## src/rtl/alu_req_arbiter_if.sv

```systemverilog
// Bus bundle for alu_req_arbiter: requester side, shared ALU side and response side.
// The arbiter connects through the slave modport; the surrounding logic uses master.
interface alu_req_arbiter_if #(
    parameter int NREQ  = 4,
    parameter int ID_W  = 2,
    parameter int CNT_W = 16
);
    logic [NREQ-1:0]      req_valid;
    logic [NREQ-1:0]      req_ready;
    logic [32*NREQ-1:0]   req_a;
    logic [32*NREQ-1:0]   req_b;
    logic [3*NREQ-1:0]    req_op;
    logic [31:0]          alu_a;
    logic [31:0]          alu_b;
    logic [2:0]           alu_ctrl;
    logic [31:0]          alu_result;
    logic                 alu_zero;
    logic                 rsp_valid;
    logic                 rsp_ready;
    logic [ID_W-1:0]      rsp_id;
    logic [31:0]          rsp_result;
    logic                 rsp_zero;
    logic                 rsp_err;
    logic [CNT_W-1:0]     op_count;

    modport slave (
        input  req_valid, req_a, req_b, req_op, alu_result, alu_zero, rsp_ready,
        output req_ready, alu_a, alu_b, alu_ctrl,
        output rsp_valid, rsp_id, rsp_result, rsp_zero, rsp_err, op_count
    );

    modport master (
        output req_valid, req_a, req_b, req_op, alu_result, alu_zero, rsp_ready,
        input  req_ready, alu_a, alu_b, alu_ctrl,
        input  rsp_valid, rsp_id, rsp_result, rsp_zero, rsp_err, op_count
    );
endinterface

```

## src/rtl/alu_req_arbiter.sv

```systemverilog
// Round-robin arbiter sharing one combinational ALU among NREQ requesters,
// with a one-entry registered response slot and an accepted-operation counter.
module alu_req_arbiter #(
    parameter int NREQ  = 4,
    parameter int ID_W  = 2,
    parameter int CNT_W = 16
) (
    input  logic             clk,
    input  logic             reset,
    alu_req_arbiter_if.slave bus
);
    localparam logic [ID_W-1:0]  LAST_ID = ID_W'(NREQ - 1);
    localparam logic [ID_W-1:0]  ONE_ID  = ID_W'(1);
    localparam logic [ID_W:0]    NREQ_W  = (ID_W + 1)'(NREQ);
    localparam logic [CNT_W-1:0] ONE_CNT = CNT_W'(1);
    localparam logic [2:0]       OP_AND  = 3'b000;
    localparam logic [2:0]       OP_MAX  = 3'b100;

    // Codes above XOR have no ALU function and are flagged as errors.
    function automatic logic op_illegal(input logic [2:0] op);
        return (op > OP_MAX);
    endfunction

    logic [31:0]      a_arr_s  [NREQ];
    logic [31:0]      b_arr_s  [NREQ];
    logic [2:0]       op_arr_s [NREQ];
    logic             free_s;
    logic             grant_s;
    logic             hit_s;
    logic [ID_W:0]    scan_sum_s;
    logic [ID_W-1:0]  scan_idx_s;
    logic [ID_W-1:0]  win_s;
    logic [2:0]       win_op_s;
    logic             illegal_s;
    logic [ID_W-1:0]  rr_ptr_r;
    logic             rsp_valid_r;
    logic [ID_W-1:0]  rsp_id_r;
    logic [31:0]      rsp_result_r;
    logic             rsp_zero_r;
    logic             rsp_err_r;
    logic [CNT_W-1:0] op_count_r;

    for (genvar g = 0; g < NREQ; g++) begin : g_unpack
        assign a_arr_s[g]  = bus.req_a[32*g +: 32];
        assign b_arr_s[g]  = bus.req_b[32*g +: 32];
        assign op_arr_s[g] = bus.req_op[3*g +: 3];
    end

    assign free_s = !rsp_valid_r || bus.rsp_ready;

    // Scan from rr_ptr upward (mod NREQ); the first valid requester wins.
    always_comb begin
        grant_s    = 1'b0;
        hit_s      = 1'b0;
        win_s      = '0;
        scan_sum_s = '0;
        scan_idx_s = '0;
        for (int k = 0; k < NREQ; k++) begin
            scan_sum_s = {1'b0, rr_ptr_r} + (ID_W + 1)'(k);
            scan_sum_s = (scan_sum_s >= NREQ_W) ? (scan_sum_s - NREQ_W) : scan_sum_s;
            scan_idx_s = scan_sum_s[ID_W-1:0];
            hit_s      = free_s && !grant_s && bus.req_valid[scan_idx_s];
            win_s      = hit_s ? scan_idx_s : win_s;
            grant_s    = grant_s || hit_s;
        end
    end

    assign win_op_s  = op_arr_s[win_s];
    assign illegal_s = op_illegal(win_op_s);

    // ALU operands follow the winner; illegal codes run the ALU as a harmless AND.
    always_comb begin
        bus.req_ready = '0;
        bus.alu_a     = 32'd0;
        bus.alu_b     = 32'd0;
        bus.alu_ctrl  = OP_AND;
        if (grant_s) begin
            bus.req_ready = {{(NREQ-1){1'b0}}, 1'b1} << win_s;
            bus.alu_a     = a_arr_s[win_s];
            bus.alu_b     = b_arr_s[win_s];
            bus.alu_ctrl  = illegal_s ? OP_AND : win_op_s;
        end else begin
            bus.req_ready = '0;
        end
    end

    // Response slot, round-robin pointer and accept counter.
    always_ff @(posedge clk or posedge reset) begin
        if (reset) begin
            rr_ptr_r     <= '0;
            rsp_valid_r  <= 1'b0;
            rsp_id_r     <= '0;
            rsp_result_r <= 32'd0;
            rsp_zero_r   <= 1'b0;
            rsp_err_r    <= 1'b0;
            op_count_r   <= '0;
        end else if (grant_s) begin
            rr_ptr_r     <= (win_s == LAST_ID) ? '0 : (win_s + ONE_ID);
            op_count_r   <= op_count_r + ONE_CNT;
            rsp_valid_r  <= 1'b1;
            rsp_id_r     <= win_s;
            rsp_result_r <= illegal_s ? 32'd0 : bus.alu_result;
            rsp_zero_r   <= illegal_s ? 1'b0 : bus.alu_zero;
            rsp_err_r    <= illegal_s;
        end else if (rsp_valid_r && bus.rsp_ready) begin
            rsp_valid_r  <= 1'b0;
        end else begin
            rsp_valid_r  <= rsp_valid_r;
        end
    end

    assign bus.rsp_valid  = rsp_valid_r;
    assign bus.rsp_id     = rsp_id_r;
    assign bus.rsp_result = rsp_result_r;
    assign bus.rsp_zero   = rsp_zero_r;
    assign bus.rsp_err    = rsp_err_r;
    assign bus.op_count   = op_count_r;
endmodule

```

## src/flat_wrapper.sv

```systemverilog
// flat-port wrapper written by rule: the top's interface ports become plain ports
module alu_req_arbiter_flat 
#(
    parameter int NREQ  = 4,
    parameter int ID_W  = 2,
    parameter int CNT_W = 16
)
  (clk, reset, bus_req_valid, bus_req_a, bus_req_b, bus_req_op, bus_alu_result, bus_alu_zero, bus_rsp_ready, bus_req_ready, bus_alu_a, bus_alu_b, bus_alu_ctrl, bus_rsp_valid, bus_rsp_id, bus_rsp_result, bus_rsp_zero, bus_rsp_err, bus_op_count);
  alu_req_arbiter_if #(.NREQ(NREQ), .ID_W(ID_W), .CNT_W(CNT_W)) bus_i ();
  input  logic clk;
  input  logic reset;
  input wire logic [$bits(bus_i.req_valid)-1:0] bus_req_valid;
  input wire logic [$bits(bus_i.req_a)-1:0] bus_req_a;
  input wire logic [$bits(bus_i.req_b)-1:0] bus_req_b;
  input wire logic [$bits(bus_i.req_op)-1:0] bus_req_op;
  input wire logic [$bits(bus_i.alu_result)-1:0] bus_alu_result;
  input wire logic [$bits(bus_i.alu_zero)-1:0] bus_alu_zero;
  input wire logic [$bits(bus_i.rsp_ready)-1:0] bus_rsp_ready;
  output wire logic [$bits(bus_i.req_ready)-1:0] bus_req_ready;
  output wire logic [$bits(bus_i.alu_a)-1:0] bus_alu_a;
  output wire logic [$bits(bus_i.alu_b)-1:0] bus_alu_b;
  output wire logic [$bits(bus_i.alu_ctrl)-1:0] bus_alu_ctrl;
  output wire logic [$bits(bus_i.rsp_valid)-1:0] bus_rsp_valid;
  output wire logic [$bits(bus_i.rsp_id)-1:0] bus_rsp_id;
  output wire logic [$bits(bus_i.rsp_result)-1:0] bus_rsp_result;
  output wire logic [$bits(bus_i.rsp_zero)-1:0] bus_rsp_zero;
  output wire logic [$bits(bus_i.rsp_err)-1:0] bus_rsp_err;
  output wire logic [$bits(bus_i.op_count)-1:0] bus_op_count;
  assign bus_i.req_valid = bus_req_valid;
  assign bus_i.req_a = bus_req_a;
  assign bus_i.req_b = bus_req_b;
  assign bus_i.req_op = bus_req_op;
  assign bus_i.alu_result = bus_alu_result;
  assign bus_i.alu_zero = bus_alu_zero;
  assign bus_i.rsp_ready = bus_rsp_ready;
  assign bus_req_ready = bus_i.req_ready;
  assign bus_alu_a = bus_i.alu_a;
  assign bus_alu_b = bus_i.alu_b;
  assign bus_alu_ctrl = bus_i.alu_ctrl;
  assign bus_rsp_valid = bus_i.rsp_valid;
  assign bus_rsp_id = bus_i.rsp_id;
  assign bus_rsp_result = bus_i.rsp_result;
  assign bus_rsp_zero = bus_i.rsp_zero;
  assign bus_rsp_err = bus_i.rsp_err;
  assign bus_op_count = bus_i.op_count;
  alu_req_arbiter #(.NREQ(NREQ), .ID_W(ID_W), .CNT_W(CNT_W)) u_core (.clk(clk), .reset(reset), .bus(bus_i));
endmodule
```

## config.mk

```make
export PLATFORM = sky130hd
export DESIGN_NAME = alu_req_arbiter_flat
export DESIGN_NICKNAME = d
export VERILOG_FILES = /design/src/rtl/alu_req_arbiter_if.sv /design/src/rtl/alu_req_arbiter.sv /design/src/flat_wrapper.sv
export SDC_FILE = /design/constraint.sdc
export NUM_CORES = 1
export LEC_CHECK = 0
export CAP_MARGIN = 20
export CORE_AREA = 2 2 167 169
export DETAILED_ROUTE_END_ITERATION = 12
export DIE_AREA = 0 0 169 171
export PLACE_DENSITY = 0.62
export RECOVER_POWER = 50
export SLEW_MARGIN = 20
export SYNTH_ARGS = -nofsm -noshare
export SYNTH_HDL_FRONTEND = slang
export SYNTH_SLANG_ARGS = --single-unit
export TNS_END_PERCENT = 1
```

## constraint.sdc

```tcl
create_clock -name clk -period 4.5 [get_ports clk]
set_input_delay 1.35 -clock clk [delete_from_list [all_inputs] [get_ports clk]]
set_output_delay 1.35 -clock clk [all_outputs]
set_load 0.1 [all_outputs]
```

* Word level (Yosys, flattened, before mapping)
Cells that the tools add are included. Widths: inputs -> output; s select.
Storage, ports and cells: register bits 55, input bits 308, output and inout port bits 124, logic and storage cells 81
Operators by class: add/sub/neg operators 9, order comparisons 10, equal/unequal tests 1, shifts and indexed selects 1, multiplexer cells 35, bitwise gates (word level) 1, reductions and logical operators 17
Operators with widths (number):
- $mux 32 | 7
- $bmux 32 s2 | 2
- $mux 2 | 9
- $add 16x1->16 const B | 1
- $ge 3x3->1 const B | 4
- $lt 2x3->1 const B | 4
- $mux 3 | 4
- $bmux 1 s2 | 4
- $logic_and 1x1->1 | 8
- $sub 2x1->2 const B | 4
- $mux 1 | 7
- $add 2x2->3 const B | 2
- $bmux 3 s2 | 1
- $logic_not 1->1 | 4
- $logic_or 1x1->1 | 4
- $mux 4 | 1
- $shl 1x2->4 const A | 1
- $add 2x1->3 const B | 1
- $ge 2x3->1 const B | 1
- $gt 3x3->1 const B | 1
- $not 2->3 | 1
- $add 2x1->2 const B | 1
- $eq 2x2->1 const B | 1
- $reduce_bool 2->1 | 1

* Depth between registers and ports, before layout
Gate-level depths: netlist of the first run.
depth after elaboration 24, depth in mapped cells 10, depth with buffers taken out 7

* Worst setup path after synthesis of the first run
No wires, ideal clock.
path kind input to output, start in bus_req_valid[2], end out bus_alu_ctrl[0], arrival 4531 ps, required time 3150 ps, setup slack -1381 ps, stages 7, buffers on the path 2, cell sequence nor2b_1 -> a311oi_1 -> or3_1 -> buf_4 -> clkbuf_1 -> a311oi_1 -> nor3_1
On the way: cells in the longest elaborated chain, start to end 22
RTL lines:
- start, declared | line flat_wrapper.sv:12 | input wire logic [$bits(bus_i.req_valid)-1:0] bus_req_valid;
- $bmux 1 s2 | line alu_req_arbiter.sv:62 | hit_s = free_s && !grant_s && bus.req_valid[scan_idx_s];
- $mux 1 (not written as such) | line alu_req_arbiter.sv:62
- $logic_and 1x1->1 | line alu_req_arbiter.sv:62
- $logic_not 1->1 | line alu_req_arbiter.sv:62
- $logic_and 1x1->1 (2 in series) | line alu_req_arbiter.sv:62
- $logic_or 1x1->1 | line alu_req_arbiter.sv:64 | grant_s = grant_s || hit_s;
- $logic_not 1->1 | line alu_req_arbiter.sv:62
- $logic_and 1x1->1 (2 in series) | line alu_req_arbiter.sv:62
- [... 2 more ...]
- $logic_and 1x1->1 (2 in series) | line alu_req_arbiter.sv:62
- $mux 2 | line alu_req_arbiter.sv:63 | win_s = hit_s ? scan_idx_s : win_s;
- $not 2->3 (not written as such) | line alu_req_arbiter.sv:68 | assign win_op_s = op_arr_s[win_s];
- $bmux 3 s2 | line alu_req_arbiter.sv:68
- $mux 3 (not written as such) (2 in series) | line alu_req_arbiter.sv:68
- $gt 3x3->1 | line alu_req_arbiter.sv:21 | return (op > OP_MAX);
- $mux 3 | line alu_req_arbiter.sv:81 | bus.alu_ctrl = illegal_s ? OP_AND : win_op_s;
- $mux 3 * | line alu_req_arbiter.sv:77 | if (grant_s) begin
- end, declared | line flat_wrapper.sv:22 | output wire logic [$bits(bus_i.alu_ctrl)-1:0] bus_alu_ctrl;
Every way passes the cells marked *; elsewhere a longest branch is shown, timed or not. The select of a mux whose other input is x is not followed.

* Final worst setup path of the first run
start in bus_req_valid[1], end out bus_alu_a[13]
On the way: cells in the longest elaborated chain, start to end 20
RTL lines:
- $bmux 1 s2 | line alu_req_arbiter.sv:62
- $mux 1 (not written as such) | line alu_req_arbiter.sv:62
- $logic_and 1x1->1 | line alu_req_arbiter.sv:62
- $logic_not 1->1 | line alu_req_arbiter.sv:62
- $logic_and 1x1->1 (2 in series) | line alu_req_arbiter.sv:62
- $logic_or 1x1->1 | line alu_req_arbiter.sv:64
- $logic_not 1->1 | line alu_req_arbiter.sv:62
- $logic_and 1x1->1 (2 in series) | line alu_req_arbiter.sv:62
- $logic_or 1x1->1 | line alu_req_arbiter.sv:64
- $logic_not 1->1 | line alu_req_arbiter.sv:62
- $logic_and 1x1->1 (2 in series) | line alu_req_arbiter.sv:62
- $mux 2 | line alu_req_arbiter.sv:63
- $not 2->3 (not written as such) | line alu_req_arbiter.sv:79 | bus.alu_a = a_arr_s[win_s];
- $bmux 32 s2 | line alu_req_arbiter.sv:79
- $mux 32 (not written as such) (2 in series) | line alu_req_arbiter.sv:79
- $mux 32 * | line alu_req_arbiter.sv:77
- end, declared | line flat_wrapper.sv:20 | output wire logic [$bits(bus_i.alu_a)-1:0] bus_alu_a;
Marked as above.

==> results.sh, run 1 <==
export IMPL_cp_top_family="buffers and inverters"
export IMPL_crit_fanout=8
export IMPL_finClkSkew_ns=0.00996
export IMPL_grt_use_total_pct=16.8
export IMPL_critPathArrivalTime_ns=3.12
export IMPL_syn_area_um2=4750
export IMPL_rsz0062_at_grt="yes"
export IMPL_slowest_delay_ns=0.37
export IMPL_vdd_drop_max_v=0.000281
export IMPL_ff2ff_path_depth=9
export IMPL_first_pass_iters=4
export IMPL_wl_per_cell_um=18.8
export IMPL_hold_class="reg -> reg"
export IMPL_cp_end_kind="output port"
export IMPL_num_vias=6258
export IMPL_finalHoldViolCount=0
export IMPL_synthArstFlopShare_pct=100
export IMPL_root_buffer="clkbuf_16"
export IMPL_grt_max_degree=56
export IMPL_post_drt_via_cell_ratio=4.48
export IMPL_grt_overflow=0
export IMPL_period_minus_slack_ns=4.47
export IMPL_fmax_mhz=224
export IMPL_ant_nets=0
export IMPL_synth_top_area_share_pct=29.0
export IMPL_critPathRequiredTime_ns=3.15
export IMPL_area_growth_syn_to_layout_pct=156
export IMPL_drc=0
export IMPL_p_total_mw=4.70
export IMPL_rows=61
export IMPL_max_cap_violations=0
export IMPL_die_area_um2=28900
export IMPL_final_util_pct=44.5
export IMPL_whs_path_depth=2
export IMPL_avgSynthCellArea_um2=8.13
export IMPL_power_density_nw_per_um2=386
export IMPL_dpl_hpwl_mm=20.3
export IMPL_slew_viol_final=0
export IMPL_final_net_count=1362
export IMPL_ys_seq_elements=55
export IMPL_timing_slew_headroom_pct=4.21
export IMPL_core_area_um2=27300
export IMPL_gp_congestion=0.802
export IMPL_syn_nets=897
export IMPL_synth_edff_count=0
export IMPL_grt_pass1_wl_mm=37.4
export IMPL_cpMostUsedCell="buf_12"
export IMPL_path_cells="buf_6, or3b_4, o221ai_4, nand2b_4, buf_12, buf_12, buf_16, mux2i_4, o22ai_4, buf_12"
export IMPL_setup_violations=0
export IMPL_path_buf_inv=5
export IMPL_antenna_found_initial=3
export IMPL_yosysWarningCount=0
export IMPL_ys_top_cells_by_area="dfrtp_1, mux2i_1, nand2_1, nand3_1, a21oi_2"
export IMPL_fin_crit_sh_pct=99.4
export IMPL_crit_type="in -> out"
export IMPL_yosys_area_top_type="dfrtp_1"
export IMPL_yosysUniqueCellTypes=41
export IMPL_ioPinCount=432
export IMPL_initial_core_util_pct=17.4
export IMPL_numPortBuffers=431
export IMPL_yosysSeqAreaShare_pct=29.0
export IMPL_worst_pin_slew_ns=1.44
export IMPL_dieHeight_um=171
export IMPL_cp_depth=10
export IMPL_synth_ff_type="dfrtp_1"
export IMPL_synthCells=584
export IMPL_drive_gt1_share_pct=30.6
export IMPL_clk_pin_slew_ns=0.07
export IMPL_worstSkewPairLatency_ns=0.30
export IMPL_cts_buffer_depth=2
export IMPL_wl_mm=26.3
export IMPL_cts_tree="built"
export IMPL_die_width_um=169
export IMPL_p_leak_nw=4.96
export IMPL_drtIter0Drc=225
export IMPL_critical_path_slowest_cell="or3b_4"
export IMPL_synth_most_common_cell="nand2_1"
export IMPL_nFillCells=2557
export IMPL_cts_sinks=55
export IMPL_cts_max_level=2
export IMPL_tns_ns=0
export IMPL_grt_pass1_vias=6258
export IMPL_cts_buffers=5
export IMPL_outcome="complete, no violations"
export IMPL_cp_start_kind="input pin"
export IMPL_synth_common_cells="nand2_1, mux2i_1, nand3_1"
-- per-stage QoR --
stage	instance area (µm²)	hold WS, ns	std cells	setup slack, ns
after floorplan	5240	0.503	584	-0.232
after global placement	11000	0.461	1367	-0.507
after detailed placement	11000	0.468	1367	-0.502
after CTS	12000	0.492	1396	-0.00914
after global routing	12200	0.518	1396	-0.0382
final	12200	0.492	1398	0.0266
-- cells in the final DEF (no fill, tap or decap), types with 8 or more instances in the layout --
cell and n:
and3_4 14, mux2i_4 26, a21oi_2 29, nand2_1 131, mux2i_2 30, nand3_1 58
buf_6 10, xnor2_1 13, o22ai_4 30, dlygate4sd3_1 33, clkdlybuf4s50_1 322, buf_4 44
dfrtp_1 55, and3_1 16, buf_16 8, buf_12 84, mux2i_1 52
-- per-layer routing --
| layer | vias to the layer above | part of all wire, % | track usage (%) | wire length [µm] |
|---|---|---|---|---|
| met2 | 259 | 50 | 28.4 | 13100 |
| met3 | 26 | 8.2 | 4.83 | 2150 |
| li1 | 3025 | - | - | - |
| met1 | 2946 | 40 | 21.0 | 10600 |
| met5 | - | 0.061 | 0 | 16 |
| met4 | 2 | 1.8 | 4.05 | 465 |
-- power by group --
part	switching [mW]	internal [mW]	leakage (nW)
registers	0.0861	0.594	0.686
logic	2.25	1.35	4.20
clock network	0.204	0.213	0.0752
total	2.54	2.16	4.96
-- repair_timing --
item / in CTS / in global routing
setup buffers: 14 / 0
gates cloned: 7 / 1
hold buffers: 0 / 0
gates resized for setup: 113 / 46
pin swaps: 16 / 6
setup endpoints to repair: 71 / 68
-- sequential cells by signal, summed over array words and instances, names as in the netlist --
register / cells
u_core.bus.rsp_valid: 1
u_core.bus.op_count: 16
u_core.bus.rsp_zero: 1
u_core.bus.rsp_err: 1
u_core.rr_ptr_r: 2
u_core.bus.rsp_result: 32
u_core.bus.rsp_id: 2
-- worst min-delay path, stage by stage (launching register included) --
cell and delay (ns):
dfrtp_1 0.35, nand2_1 0.05, nand2_1 0.06
-- path summary, 6_finish.rpt --
path	from	endpoint	slack [ns]
max	bus_req_valid[1]	bus_alu_a[13]	0.03
min	u_core.bus.rsp_id[1]	u_core.bus.rsp_id[1]	0.49
max reg2reg	u_core.bus.rsp_valid	u_core.bus.op_count[15]	1.30
min reg2reg	u_core.bus.rsp_id[1]	u_core.bus.rsp_id[1]	0.49
max in group asynchronous	reset	u_core.bus.rsp_result[18]	1.66
min in group asynchronous	reset	u_core.bus.op_count[6]	1.95
-- area by class of cell --
class	count	area, µm²	area share [%]
multi-input combinational	472	4170	34.3
inverter	5	26.3	0.216
timing repair buffer	510	6000	49.4
clock buffer	5	125	1.03
tap	346	433	3.56
antenna	2	5.00	0.0412
sequential	55	1380	11.3
clock inverter	3	26.3	0.216
-- cells by family (layout without fill, tap and decap cells) --
group | count (synthesis) | count (layout) | synth area share (%)
and+or+nand+nor | 259 | 259 | 25.3
muxes | 109 | 109 | 23.0
AOI/OAI and AO/OA | 84 | 84 | 12.9
buffers and inverters | 57 | 523 | 5.69
DFF | 55 | 55 | 29.0
xor gates and xnor gates | 15 | 15 | 2.77
adders and majority gates | 5 | 5 | 1.32
other | 0 | 2 | 0
No activity file was read; power rests on OpenSTA's default activity.
==> run 2, diff against run 1 <==
--- a/config.mk
+++ b/config.mk
@@ -11,7 +11,7 @@
 export DIE_AREA = 0 0 169 171
 export PLACE_DENSITY = 0.62
 export RECOVER_POWER = 50
-export SLEW_MARGIN = 20
+export SLEW_MARGIN = 10
 export SYNTH_ARGS = -nofsm -noshare
 export SYNTH_HDL_FRONTEND = slang
 export SYNTH_SLANG_ARGS = --single-unit
==> results of run 2 <==
Same layout as run 1: the final DEF is identical, and so are final timing and power.
==> run 3, diff against run 2 <==
==> constraint.sdc (replaced) <==
create_clock -name clk -period 5.05 [get_ports clk]
set_input_delay 1.515 -clock clk [delete_from_list [all_inputs] [get_ports clk]]
set_output_delay 1.515 -clock clk [all_outputs]
set_load 0.1 [all_outputs]
==> run 3 against run 2 <==
  * The run now ends with max-capacitance violations, max-slew violations left
  * Worst setup slack gained 0.037 ns
  * Routed wire length shrank 0.49%
  * Clock skew shrank 0.0027 ns
  * Combinational power shrank 18%
  * First-iteration DRC count shrank 26%
  * Worst hold slack lost 0.014 ns
  * Register-to-register slack gained 0.63 ns
  * Count of clock-buffer cells in the layout is the same
  * Total power shrank 16%
  * Critical path type unchanged
  * Critical endpoint is now bus_alu_ctrl[2]
  * Largest power group unchanged
==> results.sh, run 3 (synthesis gave the netlist of run 1 again) <==
export IMPL_outcome="finished with violations"
export IMPL_violations="max-capacitance violations, max-slew violations"
export IMPL_cp_end_kind="output port"
export IMPL_area_growth_syn_to_layout_pct=135
export IMPL_cts_sinks=55
export IMPL_numPortBuffers=431
export IMPL_die_area_um2=28900
export IMPL_worst_pin_slew_ns=2.20
export IMPL_grt_busiest_layer="met2"
export IMPL_final_common_cell="clkdlybuf4s50_1"
export IMPL_gp_congestion=0.858
export IMPL_wl_per_cell_um=19.0
export IMPL_cts_max_level=2
export IMPL_slew_viol_final=33
export IMPL_cts_buffer_depth=2
export IMPL_p_total_mw=3.93
export IMPL_clk_pin_slew_ns=0.07
export IMPL_crit_fanout=4
export IMPL_root_buffer="clkbuf_16"
export IMPL_largest_reg_flops=32
export IMPL_grt_max_degree=45
export IMPL_first_pass_iters=5
export IMPL_p_leak_nw=4.96
export IMPL_fin_crit_sh_pct=98.7
export IMPL_timing_slew_headroom_pct=-46.6
export IMPL_drive_gt1_share_pct=22.8
export IMPL_place_ws_ns=-0.433
export IMPL_drc=0
export IMPL_rows=61
export IMPL_vdd_drop_max_v=0.000255
export IMPL_post_drt_via_cell_ratio=4.41
export IMPL_critPathRequiredTime_ns=3.54
export IMPL_dieHeight_um=171
export IMPL_ioPinCount=432
export IMPL_hold_class="reg -> reg"
export IMPL_antenna_found_initial=6
export IMPL_die_width_um=169
export IMPL_cts_tree="built"
export IMPL_grt_pass1_wl_mm=36.5
export IMPL_path_cells="clkdlybuf4s50_1, nor2b_1, or3_4, inv_4, buf_4, nor3_1, a2111o_2, nor2_4, buf_12"
export IMPL_core_area_um2=27300
export IMPL_holdBufCountCts=0
export IMPL_grt_pass1_vias=6035
export IMPL_critical_path_slowest_cell="clkdlybuf4s50_1"
export IMPL_grt_met3_usage_pct=5.39
export IMPL_period_minus_slack_ns=4.99
export IMPL_critPathArrivalTime_ns=3.47
export IMPL_fin_ws_ns=0.0635
export IMPL_wl_mm=26.2
export IMPL_worstSkewPairLatency_ns=0.30
export IMPL_slowest_delay_ns=0.49
export IMPL_finClkSkew_ns=0.00725
export IMPL_final_net_count=1343
export IMPL_cts_buffers=5
export IMPL_setup_violations=0
export IMPL_crit_type="in -> out"
export IMPL_finalHoldViolCount=0
export IMPL_cp_start_kind="input pin"
export IMPL_final_cell_mix="clkdlybuf4s50_1, nand2_1, mux2i_1"
export IMPL_initial_core_util_pct=17.4
export IMPL_power_density_nw_per_um2=351
export IMPL_use_met2_pct=28.0
export IMPL_num_vias=6085
export IMPL_grt_use_total_pct=16.4
export IMPL_drtIter0Drc=167
export IMPL_grt_overflow=0
export IMPL_max_cap_violations=1
export IMPL_dpl_hpwl_mm=20.8
export IMPL_ant_nets=0
export IMPL_grt_use_met1_pct=20.2
export IMPL_fmax_mhz=201
[run 3: cell types whose count changed in the layout (fill, tap and decap cells not counted), sizes merged]
cell / change
clkinvlp: +1
clkbuf: +1
dlygate4sd3: +15
diode: +1
inv: -1
clkdlybuf4s50: -14
buf: -21
[run 3: routing by layer]
metal	routed length, µm	vias to the layer above
li1	-	2973
met1	10500	2823
met2	12900	243
met3	2250	40
met4	469	6
met5	41	-
[run 3: layout make-up]
cell class | instances | area, µm²
Antenna cell | 3 | 7.51
Clock buffer | 5 | 125
Clock inverter | 3 | 27.5
Fill cell | 2690 | 16100
Inverter | 5 | 21.3
Multi-Input combinational cell | 472 | 3500
Sequential cell | 55 | 1380
Tap cell | 346 | 433
Timing Repair Buffer | 491 | 5690
[run 3: final timing paths]
| check | startpoint | endpoint | slack, ns | depth (start not counted) |
|---|---|---|---|---|
| worst max-delay path | bus_rsp_ready | bus_alu_ctrl[2] | 0.06 | 9 |
| min in group asynchronous | reset | u_core.bus.rsp_zero | 1.86 | 2 |
| worst min register to register | u_core.bus.op_count[15] | u_core.bus.op_count[15] | 0.48 | 1 |
| worst min-delay path | u_core.bus.op_count[15] | u_core.bus.op_count[15] | 0.48 | 1 |
| worst max register to register | u_core.bus.rsp_valid | u_core.bus.op_count[15] | 1.93 | 9 |
| max in group asynchronous | reset | u_core.bus.rsp_id[1] | 1.13 | 4 |
[run 3: critical path, delay by kind of cell]
family / cells / cell delay (ns)
buffers and inverters: 4 / 0.93
AOI/OAI and AO/OA: 1 / 0.39
and+or+nand+nor: 4 / 0.64
[run 3: timing repair]
item,in CTS,in global routing
pin swaps,3,3
setup buffers,8,3
gates resized for setup,36,19
gates cloned,1,0
endpoints found under the setup margin,71,62
[run 3: power breakdown]
part           internal [mW]  switching, mW
Combinational           1.04           1.91
Clock                  0.189          0.175
Sequential             0.529         0.0765
Total                   1.76           2.17
[run 3: stage by stage]
step                      hold slack (ns)  std cells  instance area, µm²  TNS (ns)  util (%)
after floorplan                     0.503        584                4950     -8.58         -
after global placement              0.467       1356               10700    -19.34      39.2
after detailed placement            0.465       1356               10700    -21.15      39.2
after CTS                           0.482       1373               11100   -0.0244      40.7
after global routing                0.489       1379               11200  -0.00441      40.9
final                               0.478       1380               11200         0      40.9
